===== config.mk =====
export PLATFORM = sky130hd
export DESIGN_NAME = ice_spi_xfer_seq
export DESIGN_NICKNAME = d
export VERILOG_FILES = /design/src/rtl/ice_spi_pkg.sv /design/src/rtl/ice_spi_byte_fifo.sv /design/src/rtl/ice_spi_xfer_seq.sv
export SDC_FILE = /design/constraint.sdc
export NUM_CORES = 1
export LEC_CHECK = 0
export CORE_MARGIN = 8
export CORE_UTILIZATION = 40
export CTS_CLUSTER_SIZE = 12
export DETAILED_ROUTE_END_ITERATION = 6
export PLACE_DENSITY_LB_ADDON = 0.08
export REMOVE_ABC_BUFFERS = 1
export SLEW_MARGIN = 20
export SYNTH_ARGS = -nofsm -noshare
export SYNTH_HDL_FRONTEND = slang
export SYNTH_HIERARCHICAL = 1
export SYNTH_SLANG_ARGS = --single-unit

===== constraint.sdc =====
create_clock -name iclk -period 6.3 [get_ports iclk]
set_clock_uncertainty 0.15 [all_clocks]
set_input_delay 1.26 -clock iclk [delete_from_list [all_inputs] [get_ports iclk]]
set_output_delay 1.26 -clock iclk [all_outputs]
set_load 0.01 [all_outputs]

===== src/rtl/ice_spi_pkg.sv =====
// Shared types and constants for the iCE SPI transfer sequencer.
// State encoding, filler byte and default chip-select timing.
package ice_spi_pkg;

  typedef enum logic [2:0] {
    ST_IDLE,
    ST_SETUP,
    ST_SEND,
    ST_WAIT,
    ST_HOLD,
    ST_DONE
  } state_e;

  localparam logic [7:0] FILL_BYTE = 8'hFF;

  localparam int unsigned CS_SETUP_DEF = 4;
  localparam int unsigned CS_HOLD_DEF  = 4;

endpackage


===== src/rtl/ice_spi_byte_fifo.sv =====
// Single-clock byte FIFO with occupancy count.
// A push while full is accepted only when a pop frees a slot the same cycle.
module ice_spi_byte_fifo #(
  parameter  int unsigned DEPTH = 16,
  localparam int unsigned AW    = $clog2(DEPTH)
) (
  input  logic          clk_i,
  input  logic          rst_i,
  input  logic          push_i,
  input  logic [7:0]    wdata_i,
  input  logic          pop_i,
  output logic [7:0]    rdata_o,
  output logic [AW:0]   level_o,
  output logic          full_o,
  output logic          empty_o
);

  logic [7:0]  mem [DEPTH];
  logic [AW-1:0] wr_ptr_q, wr_ptr_d;
  logic [AW-1:0] rd_ptr_q, rd_ptr_d;
  logic [AW:0]   level_q, level_d;
  logic          push_ok, pop_ok;

  assign empty_o = (level_q == '0);
  assign full_o  = (level_q == (AW+1)'(DEPTH));
  assign level_o = level_q;
  assign rdata_o = mem[rd_ptr_q];

  assign pop_ok  = pop_i & ~empty_o;
  assign push_ok = push_i & (~full_o | pop_ok);

  always_comb begin
    wr_ptr_d = wr_ptr_q;
    rd_ptr_d = rd_ptr_q;
    level_d  = level_q;
    if (push_ok) wr_ptr_d = wr_ptr_q + AW'(1);
    if (pop_ok)  rd_ptr_d = rd_ptr_q + AW'(1);
    if (push_ok && !pop_ok)      level_d = level_q + (AW+1)'(1);
    else if (!push_ok && pop_ok) level_d = level_q - (AW+1)'(1);
  end

  always_ff @(posedge clk_i or posedge rst_i) begin
    if (rst_i) begin
      wr_ptr_q <= '0;
      rd_ptr_q <= '0;
      level_q  <= '0;
    end else begin
      wr_ptr_q <= wr_ptr_d;
      rd_ptr_q <= rd_ptr_d;
      level_q  <= level_d;
    end
  end

  always_ff @(posedge clk_i) begin
    if (push_ok) mem[wr_ptr_q] <= wdata_i;
  end

endmodule


===== src/rtl/ice_spi_xfer_seq.sv =====
// SPI transaction sequencer: frames len bytes from a TX FIFO
// under slave select, with setup/hold timing around the burst.
module ice_spi_xfer_seq
  import ice_spi_pkg::*;
#(
  parameter  int unsigned DEPTH    = 16,
  parameter  int unsigned CS_SETUP = CS_SETUP_DEF,
  parameter  int unsigned CS_HOLD  = CS_HOLD_DEF,
  localparam int unsigned LW       = $clog2(DEPTH) + 1
) (
  input  logic          iclk,
  input  logic          rst,
  input  logic          wr_en,
  input  logic [7:0]    wr_data,
  input  logic          start,
  input  logic [7:0]    len,
  output logic          full,
  output logic [LW-1:0] level,
  output logic          ovf,
  output logic          busy,
  output logic          done,
  output logic          rx_valid,
  output logic [7:0]    rx_data,
  output logic          ss_n,
  output logic          m_tx_valid,
  output logic [7:0]    m_tx_data,
  input  logic          m_tx_ready,
  input  logic          m_rx_valid,
  input  logic [7:0]    m_rx_data
);

  state_e     state_q, state_d;
  logic [7:0] rem_q, rem_d;
  logic [7:0] cnt_q, cnt_d;
  logic [7:0] tx_byte_q, tx_byte_d;
  logic       tx_fifo_q, tx_fifo_d;
  logic [7:0] rx_data_q, rx_data_d;
  logic       rx_valid_q, rx_valid_d;
  logic       ovf_q, ovf_d;

  logic       accept;
  logic       pop;
  logic       fifo_empty;
  logic [7:0] fifo_rdata;

  ice_spi_byte_fifo #(.DEPTH(DEPTH)) u_fifo (
    .clk_i   (iclk),
    .rst_i   (rst),
    .push_i  (wr_en),
    .wdata_i (wr_data),
    .pop_i   (pop),
    .rdata_o (fifo_rdata),
    .level_o (level),
    .full_o  (full),
    .empty_o (fifo_empty)
  );

  assign accept = (state_q == ST_IDLE) && start && (len != 8'd0);
  assign pop    = (state_q == ST_SEND) && m_tx_ready && tx_fifo_q;

  always_comb begin
    state_d    = state_q;
    rem_d      = rem_q;
    cnt_d      = cnt_q;
    tx_byte_d  = tx_byte_q;
    tx_fifo_d  = tx_fifo_q;
    rx_data_d  = rx_data_q;
    rx_valid_d = 1'b0;
    ovf_d      = ovf_q;

    unique case (state_q)
      ST_IDLE: begin
        if (accept) begin
          rem_d   = len;
          cnt_d   = '0;
          state_d = ST_SETUP;
        end
      end
      ST_SETUP: begin
        if (cnt_q == 8'(CS_SETUP - 1)) begin
          cnt_d   = '0;
          state_d = ST_SEND;
        end else begin
          cnt_d = cnt_q + 8'd1;
        end
      end
      ST_SEND: begin
        if (m_tx_ready) state_d = ST_WAIT;
      end
      ST_WAIT: begin
        if (m_rx_valid) begin
          rx_data_d  = m_rx_data;
          rx_valid_d = 1'b1;
          rem_d      = rem_q - 8'd1;
          state_d    = (rem_q == 8'd1) ? ST_HOLD : ST_SEND;
        end
      end
      ST_HOLD: begin
        if (cnt_q == 8'(CS_HOLD - 1)) begin
          cnt_d   = '0;
          state_d = ST_DONE;
        end else begin
          cnt_d = cnt_q + 8'd1;
        end
      end
      ST_DONE: state_d = ST_IDLE;
      default: state_d = ST_IDLE;
    endcase

    // Freeze the offered byte on SEND entry so late pushes cannot alter it
    if (state_d == ST_SEND && state_q != ST_SEND) begin
      tx_fifo_d = ~fifo_empty;
      tx_byte_d = fifo_empty ? FILL_BYTE : fifo_rdata;
    end

    if (accept) ovf_d = 1'b0;
    if (wr_en && full && !pop) ovf_d = 1'b1;
  end

  always_ff @(posedge iclk or posedge rst) begin
    if (rst) begin
      state_q    <= ST_IDLE;
      rem_q      <= '0;
      cnt_q      <= '0;
      tx_byte_q  <= '0;
      tx_fifo_q  <= 1'b0;
      rx_data_q  <= '0;
      rx_valid_q <= 1'b0;
      ovf_q      <= 1'b0;
    end else begin
      state_q    <= state_d;
      rem_q      <= rem_d;
      cnt_q      <= cnt_d;
      tx_byte_q  <= tx_byte_d;
      tx_fifo_q  <= tx_fifo_d;
      rx_data_q  <= rx_data_d;
      rx_valid_q <= rx_valid_d;
      ovf_q      <= ovf_d;
    end
  end

  assign busy       = (state_q != ST_IDLE);
  assign done       = (state_q == ST_DONE);
  assign ss_n       = !(state_q == ST_SETUP || state_q == ST_SEND ||
                        state_q == ST_WAIT  || state_q == ST_HOLD);
  assign m_tx_valid = (state_q == ST_SEND);
  assign m_tx_data  = tx_byte_q;
  assign rx_valid   = rx_valid_q;
  assign rx_data    = rx_data_q;
  assign ovf        = ovf_q;

endmodule


-- Yosys cells after proc, flatten, opt, wreduce, memory -nomap -nowiden
Memories as Yosys holds them, arrays and structs flattened.
Cells that the tools add are included.
- register bits after elaboration: 51
- memory bits (writable): 128
- output and inout port bits: 28
- word-level logic and storage cells: 85
- memories kept: 1
- memory list (name ; depth ; bits a word ; rd ports ; clocked after Yosys merged registers in ; write ports ; RTL line ; text):
    u_fifo.mem ; 16 ; 8 ; 1 ; 0 ; 1 ; ice_spi_byte_fifo.sv:18 ; logic [7:0] mem [DEPTH];
- $add $sub $neg: 6
- eq/ne operators: 12
- multiplexer cells: 22
- bitwise operators: 5
- reduce and logical (&&, ||, !) cells: 28
- operator list (kind ; count):
    8-bit 2-to-1 mux ; 5
    8-bit case mux with 2 select lines ; 2
    3-bit 2-to-1 mux ; 6
    3-bit case mux with 5 select lines ; 1
    5-bit 2-to-1 mux ; 2
    3-bit by 2-bit equality test with 1-bit output (second input constant) ; 3
    1-bit logical AND ; 9
    4-bit by 1-bit adder with 4-bit output (second input constant) ; 2
    8-bit by 1-bit adder with 8-bit output (second input constant) ; 1
    8-bit by 1-bit equality test with 1-bit output (second input constant) ; 1
    8-bit by 2-bit equality test with 1-bit output (second input constant) ; 1
    2-bit nonzero test ; 4
    8-bit nonzero test ; 1
    8-bit by 1-bit subtractor with 8-bit output (second input constant) ; 1
    3-bit equality test (second input constant) ; 2
    1-bit 2-to-1 mux ; 6
    5-bit by 1-bit adder with 5-bit output (second input constant) ; 1
    5-bit equality test (second input constant) ; 1
    5-bit zero test ; 1
    5-bit by 1-bit subtractor with 5-bit output (second input constant) ; 1
    1-bit zero test ; 4
    2-bit inequality test (second input constant) ; 2
    2-bit AND reduction ; 2
    3-bit by 1-bit equality test with 1-bit output (second input constant) ; 1
    9 further kinds ; 13

-- Depth between registers and ports, before layout
Gate-level depths: netlist of run 1.
- word-level depth: 10
- gate-level depth with buffers: 12

-- Hierarchy
The synthesis of run 1 kept the hierarchy.
- modules (own cells, without submodules) (module ; instances ; cells each ; area each (um^2) ; seq. area each (um^2)):
    ice_spi_byte_fifo ; 1 ; 324 ; 5720.5 ; 4169.0
    ice_spi_xfer_seq ; 1 ; 204 ; 1986.9 ; 950.9

-- Worst setup path after synthesis of run 1
OpenSTA, ideal clock, no wires.
- path kind: input port to flip-flop
- start: in m_tx_ready
- end: reg u_fifo.level_q[4], in the netlist u_fifo/level_o[4]
- setup time: 0.080 ns
- data arrival time: 3.102 ns
- required time: 6.070 ns
- slack: 2.968 ns
- stages: 10
- cell sequence: and3_1 o31a_1 buf_6 ha_1 inv_1 ha_1 a21o_1 a21oi_1 mux2i_1 xnor2_1
- cells in the longest elaborated chain, start to end: 8
- elaborated cells on any way between the ends: 11
- those cells by class: mux: 1; bitwise: 3; reduce/logical: 7
- RTL lines (what ; RTL line ; text):
    start, declared ; ice_spi_xfer_seq.sv:27 ; input logic m_tx_ready,
    1-bit logical AND (*) (2 in series) ; ice_spi_xfer_seq.sv:59 ; assign pop = (state_q == ST_SEND) && m_tx_ready && tx_fifo_q;
    1-bit bitwise AND (*) ; ice_spi_byte_fifo.sv:29 ; assign pop_ok = pop_i & ~empty_o;
    1-bit bitwise OR (*) ; ice_spi_byte_fifo.sv:30 ; assign push_ok = push_i & (~full_o | pop_ok);
    1-bit bitwise AND (*) ; ice_spi_byte_fifo.sv:30 ;
    net u_fifo.push_ok ; ice_spi_byte_fifo.sv:22 ; logic push_ok, pop_ok;
    1-bit zero test ; ice_spi_byte_fifo.sv:39 ; else if (!push_ok && pop_ok) level_d = level_q - (AW+1)'(1);
    1-bit logical AND ; ice_spi_byte_fifo.sv:39 ;
    2-bit nonzero test (no line) ; -- ;
    end signal, assigned ; ice_spi_byte_fifo.sv:50 ; level_q <= level_d;
    end, declared ; ice_spi_byte_fifo.sv:21 ; logic [AW:0] level_q, level_d;
Mark *: on every way through the listed nets, which the timed path passes. The rest lies on a longest branch.
A chain may end at the register's enable or synchronous reset.

-- Final worst setup path of run 1
- start: in m_tx_ready
- end: reg u_fifo.level_q[4], in the netlist u_fifo/level_o[4]
- cells in the longest elaborated chain, start to end: 8
- elaborated cells on any way between the ends: 11
- those cells by class: mux: 1; bitwise: 3; reduce/logical: 7
- RTL lines (what ; RTL line ; text):
    1-bit logical AND (*) (2 in series) ; ice_spi_xfer_seq.sv:59 ;
    net pop ; ice_spi_xfer_seq.sv:42 ; logic pop;
    1-bit bitwise AND (*) ; ice_spi_byte_fifo.sv:29 ;
    1-bit bitwise OR ; ice_spi_byte_fifo.sv:30 ;
    1-bit bitwise AND ; ice_spi_byte_fifo.sv:30 ;
    1-bit zero test ; ice_spi_byte_fifo.sv:39 ;
    1-bit logical AND ; ice_spi_byte_fifo.sv:39 ;
    2-bit nonzero test (no line) ; -- ;
Marks and branches as above.

==> results.md, run 1 <==
* Register area at about 0.005 sq mm
* Setup bufs post-CTS at 0
* Total GRT Usage at 14.5%
* First-pass GRT wire length at 26100 microns
* Metal2 WL at a little over 8000 microns
* Final Routed Wirelength at 16500 microns
* Ant. Diodes at 0
* Multi-input gate area at 0.00238 sq mm
* Clk slew on worst S/H paths at 0.08 ns
* Fin nets at 622
* Commonest non-fill, non-tap cell in the layout: edfxtp_1
* DIE WIDTH at 155 microns
* Worst-skew pair later-pin latency at 0.43 ns
* Top Metal Used: met4
* Ranking of synthesized cells by area: edfxtp_1, dfrtp_1, mux2i_1
* Kind of critical path: in2reg
* TritonCTS Buffers at 17
* CP startpoint: m_tx_ready
* CTS sink count at roughly 180
* Slew HR at 33.9%
* Post_cts resized at 0
* Required @ worst endpoint at 6.51 ns
* Synth top area share at between 40% and 50%
* HP Class: reg2reg
* Via Count at 4378
* Cell Area, Synth at 0.00771 sq mm
* Largest net degree at the start of global routing at 52
* WL met1 at 7170 microns
* Final setup fails at 0
* Initial antenna violation count at 0
* Cell Pwr Density at 460 mW/mm^2
* Antenna-violating nets left at 0
* Hold_buf cts at 0
* Cells after Synth at 528
* RSZ-0062 raised after global routing: no
* EDFF count, synth at 128
* TritonCTS clock tree: built
* R2R Path End: u_fifo/level_o[4]
* Boundary Pins at between 50 and 60
* H-tree levels at 4
* DR iter-0 viols at 242
* Fin crit share at 60.3%
* Worst Tran Pin Value at 0.991 ns
* Status: completed
* Fmax achieved at around 260 MHz
* Utilization after layout at 48.5%
* Crit path to: u_fifo/level_o[4]
* Worst-path fanout max at 9
* Leakage power at 3.41 nW
* Initial core utilization at 40.9%
* Count of different cell masters after synthesis at 52
* Core ar. at roughly 0.019 sq mm
* FF-to-FF path depth at 10
* Most frequent cells in the layout: edfxtp_1, clkdlybuf4s50_1, dfrtp_1
* Gpl congestion at 0.759
* CP arrival at 4.01 ns
* Setup TNS after final layout at 0 ns
* Synth Warn # at 6
* Layout area overhead at 18.6%
* Synthesized flop and latch total at ~180
* Max Cap Violations at 0
* Vias in the first global route at 4588
* GRT overflow at 0
* Detailed Place HPWL at ~11000 microns
* Sequential element share of the synthesized area at 66.4%
* Final number of hold-violating endpoints at 0
* DR pass1 iterations at 5
* Rows at 50
* Min Clock Period, post-route at 3.80 ns
* CP Launch Type: primary input
* Die Y at ~150 microns
* Vias per cell at 5.14
* Final Slew Violations at 0
* Avg Inst Size Synth at 14.6 sq um
* Largest area contributor in the netlist: edfxtp_1
* Root Buffer: clkbuf_16
* Fill count at 1624
* Met3 WL post-DR at about 830 microns
* DRC at 0
* DIE AREA at 0.0240 sq mm
* WL/cell at 19.4 microns
* Layout cells sized above 1 at 12.7%
* Predominant post-synthesis flop cell: edfxtp_1
* Clk buf depth at 2
* R2r startpoint: state_q[1]
* VDD IR max at 182 uV
* Async SR Flop Fraction at 28.5%
* Reg-to-reg slack, setup at 2.94 ns
* CP Capture Type: register
* PortBufs at 57
-- worst max-delay path, stage by stage --
cell	delay (ns)
clkdlybuf4s50_1	0.49
and3_1	0.21
o31a_1	0.52
ha_1	0.27
inv_1	0.11
fa_1	0.41
a21o_1	0.19
a21oi_1	0.18
mux2i_1	0.24
xnor2_1	0.13
-- where the power goes --
part	internal (mW)	switching [mW]	total, mW
combinational	0.666	0.750	1.42
sequential	1.50	0.204	1.70
clock	0.578	0.514	1.09
-- worst min path at each step --
stage               from   endpoint  slack [ns]  depth (start not counted)
3_3_place_gp         ovf        ovf        0.31                          2
2_1_floorplan  tx_fifo_q  tx_fifo_q        0.34                          2
5_1_grt              ovf        ovf        0.35                          2
4_1_cts              ovf        ovf        0.34                          2
6_report             ovf        ovf        0.33                          2
3_5_place_dp         ovf        ovf        0.32                          2
-- sequential cells by signal (all words and copies together), names as in the netlist --
signal and count:
rx_valid 1, u_fifo/rd_ptr_q 4, rx_data 8, cnt_q 8
m_tx_data 8, u_fifo/wr_ptr_q 4, state_q 3, tx_fifo_q 1
u_fifo/level_o 5, rem_q 8, ovf 1, u_fifo/mem 128
-- Yosys cell counts (2+ instances only) --
cell,instances
nor3b_1,2
buf_2,12
a221oi_1,16
nand3_1,8
o21ai_0,25
dfrtp_1,51
xor2_1,2
mux2i_1,46
or3_1,2
ha_1,12
a22o_1,4
inv_1,24
mux2_2,10
o22ai_1,3
mux4_2,16
buf_6,2
nor2b_1,2
clkbuf_1,11
nor2_1,36
nand2b_1,5
xnor2_1,11
nand2_1,35
or4_4,3
nor4_1,2
and2_1,3
nand3b_1,3
a21oi_1,12
nor3_1,8
a22oi_1,9
buf_1,2
edfxtp_1,128
a21o_1,3
-- routing by layer --
| layer | GRT usage (%) | vias to the layer above |
|---|---|---|
| met5 | 0 | - |
| met2 | 24.5 | 91 |
| met3 | 4.54 | 15 |
| met1 | 17.2 | 2181 |
| met4 | 4.71 | 0 |
| li1 | - | 2091 |
-- cell type report --
type                       count  area share [%]
sequential                   179            56.0
clock inverter                15            2.25
timing repair buffer          60            6.49
tap                          260            3.56
inverter                      24           0.986
multi-input combinational    297            26.0
clock buffer                  17            4.65
-- through the flow --
| stage | total power, mW | instances | hold WS (ns) | cell area [sq um] | worst slack [ns] |
|---|---|---|---|---|---|
| finish | 4.21 | 852 | 0.329 | 9140 | 2.50 |
| global route | 4.48 | 852 | 0.351 | 9140 | 2.34 |
| CTS | 4.26 | 852 | 0.338 | 9140 | 2.52 |
| detailed placement | 3.17 | 820 | 0.321 | 8510 | 2.07 |
| global placement | 3.13 | 820 | 0.313 | 8490 | 2.09 |
| floorplan | 2.62 | 500 | 0.343 | 7570 | 2.91 |
-- cell families (layout without fill, tap and decap cells) --
kind of cell	Yosys count	count (layout)	share of synthesized area, %
xor gates and xnor gates	13	13	1.48
muxes	72	72	12.1
adders and majority gates	13	13	2.21
buffers and inverters	52	116	2.97
and+or+nand+nor	118	118	7.76
AOI/OAI and AO/OA	81	81	7.05
DFF	179	179	66.4
(Power assumes the default switching activity.)
==> inputs of run 2 (changes only) <==
clock period = 3.35 ns   (was 6.3 ns; I/O delays follow)
==> results.md, run 2 (synthesis results as in run 1) <==
* Final Routed Wirelength at about 16000 microns
* DR pass1 iterations at 4
* Sw frac at 34.5%
* Total net switching power at approximately 2.7 mW
* Worst setup margin at 0.315 ns
* Clk buf depth at 2
* Worst-skew pair later-pin latency at 0.43 ns
* DRC at 0
* Vias per cell at between 5 and 6
* Rows at 50
* Biggest register: u_fifo/mem
* Clock share of power at between 20 and 25%
* Required @ worst endpoint at between 3 and 4 ns
* R2r startpoint: u_fifo/level_o[0]
* Power Total at 7.83 mW
* Hold depth at 2
* FF-to-FF path depth at 10
* Final number of hold-violating endpoints at 0
* TritonCTS clock tree: built
* Final setup fails at 0
* DR iter-0 viols at 162
* Placed Area at 0.00867 sq mm
* Vias in the first global route at 4478
* Detailed Place HPWL at 11000 microns
* Hold slack at 0.337 ns
* Root Buffer: clkbuf_16
* Setup bufs post-CTS at 0
* Fmax achieved at 330 MHz
* Largest net degree at the start of global routing at 39
* DIE AREA at 0.0240 sq mm
* Leakage power at 3.51 nW
* Fin crit share at 90.6%
* Most frequent cells in the layout: edfxtp_1, clkdlybuf4s50_1, dfrtp_1
* Slew HR at about half
* Min Clock Period, post-route at 3.03 ns
* Kind of critical path: reg2reg
* Non-filler cells, final at 874
* Max incr delay on CP at a little under 0.6 ns
* GRT overflow at 0
* CP arrival at around 3.2 ns
* Initial antenna violation count at 0
* Clk slew on worst S/H paths at 0.07 ns
* Worst Tran Pin Value at approximately 0.73 ns
* Core ar. at 0.0188 sq mm
* Fin nets at around 640
* Final Slew Violations at 0
* VDD IR max at 439 uV
* Initial core utilization at 40.9%
* Slowest cell on the critical path: or4_4
* Via Count at about 4400
* Ant. Diodes at 0
* R2R Path End: u_fifo/level_o[4]
* Hold Crit Start: ovf
* CP Launch Type: register
* HP Class: reg2reg
* Comb power frac at 34.6%
* Gpl congestion at 0.791
* Max Cap Violations at 0
* DIE WIDTH at 155 microns
* CP Buf/Inv Count at 2
* Layout area overhead at 20.0%
* First-pass GRT wire length at 25200 microns
* Utilization after layout at 49.1%
* Status: completed
* Internal power at just over 5 mW
* RSZ-0062 raised after global routing: no
* Cell Pwr Density at approximately 850 mW/mm^2
* Sequential share of power at 40.5%
* Worst-path fanout max at 5
* Die Y at 155 microns
* Boundary Pins at 58
* CP top delay family: compound AO/OA/AOI/OAI gates
* CP Capture Type: register
* Min-Delay Endpoint: ovf
* H-tree levels at 4
* Max FFs per register at between 100 and 150
* Critical path cell sequence: or4_4 > o21a_1 > inv_1 > ha_1 > inv_1 > fa_1 > a21o_1 > a21oi_1 > mux2i_1 > xnor2_1
* Post_cts resized at 0
* WL/cell at between 15 and 20 microns
* Total GRT Usage at 13.8%
* Reg-to-reg slack, setup at 0.32 ns
* Commonest non-fill, non-tap cell in the layout: edfxtp_1
* PortBufs at 57
* Worst path most repeated cell: inv_1
* Hold_buf cts at 0
* Finished Cell Area at 0.00925 sq mm
* Pre-CTS WS at between 0.09 and 0.1 ns
* TritonCTS Buffers at 17
* CTS sink count at 179
* Setup TNS after final layout at 0 ns
* Layout cells sized above 1 at roughly 15%
* Antenna-violating nets left at 0
* Placed Instances at 842
-- run 2: area by class of cell --
class	instances	area (sq um)
Fill cell	1625	9580
Sequential cell	179	5120
Multi-Input combinational cell	297	2360
Timing Repair Buffer	82	771
Clock buffer	17	425
Tap cell	260	325
Clock inverter	15	159
Inverter	24	90.1
-- run 2: how the worst max path moves through the flow --
stage                         to  depth (start not counted)          startpoint  slack, ns
2_1_floorplan       m_tx_data[0]                          5  u_fifo/rd_ptr_q[0]       0.20
3_3_place_gp   u_fifo/level_o[4]                         10          m_tx_ready       0.15
5_1_grt        u_fifo/level_o[4]                         10   u_fifo/level_o[0]       0.16
6_report       u_fifo/level_o[4]                         10   u_fifo/level_o[0]       0.32
4_1_cts                     full                          3   u_fifo/level_o[0]       0.28
3_5_place_dp   u_fifo/level_o[4]                         10          m_tx_ready        0.1
-- run 2: worst reg2reg max path: cells and delay by family (launching register included) --
kind	cells	cell delay [ns]
and+or+nand+nor	1	0.59
muxes	1	0.24
adders and majority gates	2	0.59
AOI/OAI and AO/OA	3	0.59
DFF	1	0.45
buffers and inverters	2	0.22
xor gates and xnor gates	1	0.13
-- run 2: power groups by stage --
stage	Combinational, mW	Sequential, mW	Clock [mW]
4_1_cts	2.76	3.18	2.00
2_1_floorplan	1.61	3.31	0
3_5_place_dp	2.76	3.23	0
5_1_grt	2.99	3.24	2.09
3_3_place_gp	2.72	3.21	0
6_report	2.71	3.17	1.94
-- run 2: layer usage --
metal	track usage [%]	routed length, microns	vias up
li1	-	-	2129
met5	0	0	-
met1	17.3	7120	2218
met3	3.71	624	17
met4	5.09	221	0
met2	22.7	7780	82
==> inputs of run 3 (changes only) <==
CTS_CLUSTER_SIZE = default   (was 12)
==> results of run 3 <==
Same layout as run 2: the final DEF is identical, and so are final timing and power.
